`src/rtl/decoder_scan.sv`:
```
// Registered N-to-2^N one-hot decoder with enable and an autonomous scan mode.
// Scan logic (prescaler, index stepping, wrap pulse) is built only when DECODER_SCAN_EN is defined.
module decoder_scan #(
    parameter int SEL_W    = 2,
    parameter int SCAN_DIV = 4,
    localparam int OUT_W   = 2 ** SEL_W
) (
    input  logic             sys_clk,
    input  logic             sys_rst,
    input  logic             en,
    input  logic             mode,
    input  logic [SEL_W-1:0] sel,
    output logic [OUT_W-1:0] out,
    output logic [SEL_W-1:0] idx,
    output logic             wrap
);

    typedef enum logic [1:0] {
        S_OFF,
        S_DIRECT,
        S_SCAN
    } state_t;

    state_t           r_state;
    state_t           w_state_next;
    logic [SEL_W-1:0] r_idx;
    logic [SEL_W-1:0] w_idx_next;
    logic             r_wrap;
    logic             w_wrap_next;

`ifdef DECODER_SCAN_EN
    localparam int PRE_W = (SCAN_DIV > 1) ? $clog2(SCAN_DIV) : 1;

    logic [PRE_W-1:0] r_pre;
    logic [PRE_W-1:0] w_pre_next;
`else
    logic w_unused_mode;
    assign w_unused_mode = mode;
`endif

    always_ff @(posedge sys_clk) begin
        if (sys_rst) begin
            r_state <= S_OFF;
            r_idx   <= '0;
            r_wrap  <= 1'b0;
`ifdef DECODER_SCAN_EN
            r_pre   <= '0;
`endif
        end else begin
            r_state <= w_state_next;
            r_idx   <= w_idx_next;
            r_wrap  <= w_wrap_next;
`ifdef DECODER_SCAN_EN
            r_pre   <= w_pre_next;
`endif
        end
    end

    always_comb begin
        w_state_next = S_OFF;
        w_idx_next   = r_idx;
        w_wrap_next  = 1'b0;
`ifdef DECODER_SCAN_EN
        w_pre_next   = r_pre;
`endif
        if (en) begin
`ifdef DECODER_SCAN_EN
            if (mode) begin
                w_state_next = S_SCAN;
                if (r_pre == PRE_W'(SCAN_DIV - 1)) begin
                    w_pre_next  = '0;
                    w_idx_next  = r_idx + 1'b1;
                    w_wrap_next = (r_idx == '1);
                end else begin
                    w_pre_next  = r_pre + 1'b1;
                end
            end else begin
                w_state_next = S_DIRECT;
                w_idx_next   = sel;
                w_pre_next   = '0;
            end
`else
            w_state_next = S_DIRECT;
            w_idx_next   = sel;
`endif
        end
    end

    // In every non-OFF state out == onehot(idx), so out is decoded straight from
    // the state and index flops: one-hot by construction, no input-to-output path.
    assign out  = (r_state == S_OFF) ? '0 : (OUT_W'(1) << r_idx);
    assign idx  = r_idx;
    assign wrap = r_wrap;

endmodule

```
`config.mk`:
```
export PLATFORM = sky130hd
export DESIGN_NAME = decoder_scan
export DESIGN_NICKNAME = d
export VERILOG_FILES = /design/src/rtl/decoder_scan.sv
export SDC_FILE = /design/constraint.sdc
export NUM_CORES = 1
export LEC_CHECK = 0
export ABC_AREA = 1
export CORE_AREA = 5 5 42 44
export DETAILED_ROUTE_END_ITERATION = 10
export DIE_AREA = 0 0 47 49
export PLACE_DENSITY_LB_ADDON = 0.1
export SETUP_SLACK_MARGIN = 0.1
export SLEW_MARGIN = 20
export SYNTH_ARGS = -nofsm -noshare
export SYNTH_HDL_FRONTEND = slang
export SYNTH_SLANG_ARGS = --single-unit
```
`constraint.sdc`:
```
create_clock -name sys_clk -period 0.8 [get_ports sys_clk]
set_clock_uncertainty 0.05 [all_clocks]
set_input_delay 0.16 -clock sys_clk [delete_from_list [all_inputs] [get_ports sys_clk]]
set_output_delay 0.16 -clock sys_clk [all_outputs]
set_load 0.01 [all_outputs]
```
==> flow_summary.toml <==
[detailed_routing]
firstDrtPassIters = 2
wl_per_cell_um = 7.35
drc = 0
via_per_inst = 3.40
ant_nets = 0
vias = 194
drt-initial-drc-count = 2
wirelength_um = 419

[synthesis]
synth_commonest_cells = "7 x inv_1, 5 x nor2_1, 4 x nand2_1"
synth_edf_count = 0
syn_nets = 31
synth_area_per_cell_um2 = 6.26
synth_most_common_cell = "inv_1"
synthFlopType = "dfxtp_1"
synth_cells = 25
synthTopCellsByArea = "dfxtp_1 38%, inv_1 17%, nor2_1 12%, nor3_1 9.6%, nand2_1 9.6%"
ys_seq_area_frac = 0.384
synth_top_area_frac = 0.384
async_flop_share = 0
yosysWarnings = 0
synth_largest_area_cell = "dfxtp_1"
synth-seq-cells = 3
synthesis.area_um2 = 156
synth_cell_types = 8

[layout]
fin_nets = 48
diodes = 0
fin_cells = 57
synthToLayoutAreaGrowth_pct = 133
drive_gt1_frac = 0.561

[floorplanning]
core_um2 = 1400
num_rows = 14
io_pins = 13
fp.dieH_um = 49
dieArea_um2 = 2300
start_util = 0.112
die_width_um = 47

[place]
placed_cells = 51
portBuffers = 10
gp_congestion = 0.638
dp_slack_ps = -562

[sta]
fmax_mhz = 863
fin_crit_ps = 1160
fin_crit_sh = 1.45
hold_viol = 0
setup_tns_ps = -1850
setup_violations = 7
finalMaxSlewViolations = 0
layout_setup_ws_ps = -359
rsz0062_at_grt = "yes"

[hold_path]
min_path_type = "in -> reg"
min_path_cells = 2

[clock_network]
clk_latency_ps = 230
root_buffer = "clkbuf_4"
h-tree-depth = 1
cts.reportedPaths.clkPinSlew_ps = 40
postCtsHoldBufs = 0
clockBufferDepth = 2
cts_tree = "done"
numCtsBuffers = 3
cts.sinks = 3

[critical_path]
critPathArrivalTime_ps = 950
cp_data_required_time_ps = 590
crit_fanout = 5
endpoint_kind = "output port"
reg2reg_depth = 4
critical_path_class = "reg -> out"
cp-start-kind = "register"

[global_route]
grt_overflow_total = 0
grt_pass1_wl_um = 731
antenna_found_initial = 0
grt_pass1_vias = 190
grt_max_degree = 6
grt_usage = 0.0479

[outcome]
status = "finished with violations"
failed_checks = "negative setup slack"

[pwr]
power_density_nw_per_um2 = 1540
irDropWorstVdd_mv = 0.418
p_total_w = 0.000560
leakagePower_nw = 0.201

[run]
drv_cap = 0
worst max-delay path, stage by stage (launching register included):
cell     delay, ps
dfxtp_4        390
inv_4           50
nor3_4         130
buf_2          140
through the flow:
stage | hold slack, ps | area, µm² | utilization
6_report | 61.3 | 364 | 0.260
5_1_grt | 81.6 | 364 | 0.260
4_1_cts | 285 | 328 | 0.234
3_5_place_dp | 483 | 323 | 0.230
3_3_place_gp | 481 | 323 | 0.230
2_1_floorplan | 181 | 203 | -
layout make-up:
type,instances,area (µm²)
flip-flops and latches,3,68.8
multi-input cells,14,98.8
fillers,170,1040
inverters,7,33.8
repair buffers,13,116
clock buffers,4,26.3
well taps,16,20.0
layer usage:
layer	vias to the layer above	track usage	wire [µm]	share of wire
met5	-	0	0	0
li1	102	-	-	-
met2	13	0.0566	172	0.41
met1	77	0.0419	135	0.32
met3	2	0.0554	102	0.24
met4	0	0.0415	8	0.019
where the power goes:
part	switching, W	internal, W	leakage [nW]	total [W]
logic	0.0000530	0.0000623	0.159	0.000115
clock network	0.0000795	0.000187	0.0150	0.000267
registers	0.0000184	0.000160	0.0264	0.000178
total	0.000151	0.000409	0.201	0.000560
cell usage in the layout, fill, tap and decap left out, drive strengths merged:
| master | instances |
|---|---|
| buf | 9 |
| clkbuf | 4 |
| clkdlybuf4s50 | 1 |
| conb | 1 |
| dfxtp | 3 |
| dlygate4sd2 | 1 |
| dlymetal6s2s | 2 |
| inv | 7 |
| nand2 | 4 |
| nor2 | 5 |
| nor3 | 4 |
final timing paths:
kind           start          to  slack (ps)
max           idx[1]      out[3]        -360
min          sys_rst  r_state[0]          60
max reg2reg   idx[0]      idx[0]         -40
min reg2reg   idx[1]      idx[1]         480
kinds of logic (layout without fill, tap and decap cells):
family	after synthesis	after routing	synth area share
simple gates	13	13	0.376
buf+inv	8	24	0.216
other cells	1	1	0.0240
flops	3	3	0.384
sequential cells by signal, indices dropped and copies added, names as in the netlist:
name and flops:
idx 2, r_state 1
timing repair:
item	4_1_cts	5_1_grt
pin swaps	4	3
resized for setup	29	6
endpoints found under the hold margin	0	0
endpoints found under the setup margin	9	8
setup buffers	0	2
Power figures use the tool's default switching activity.
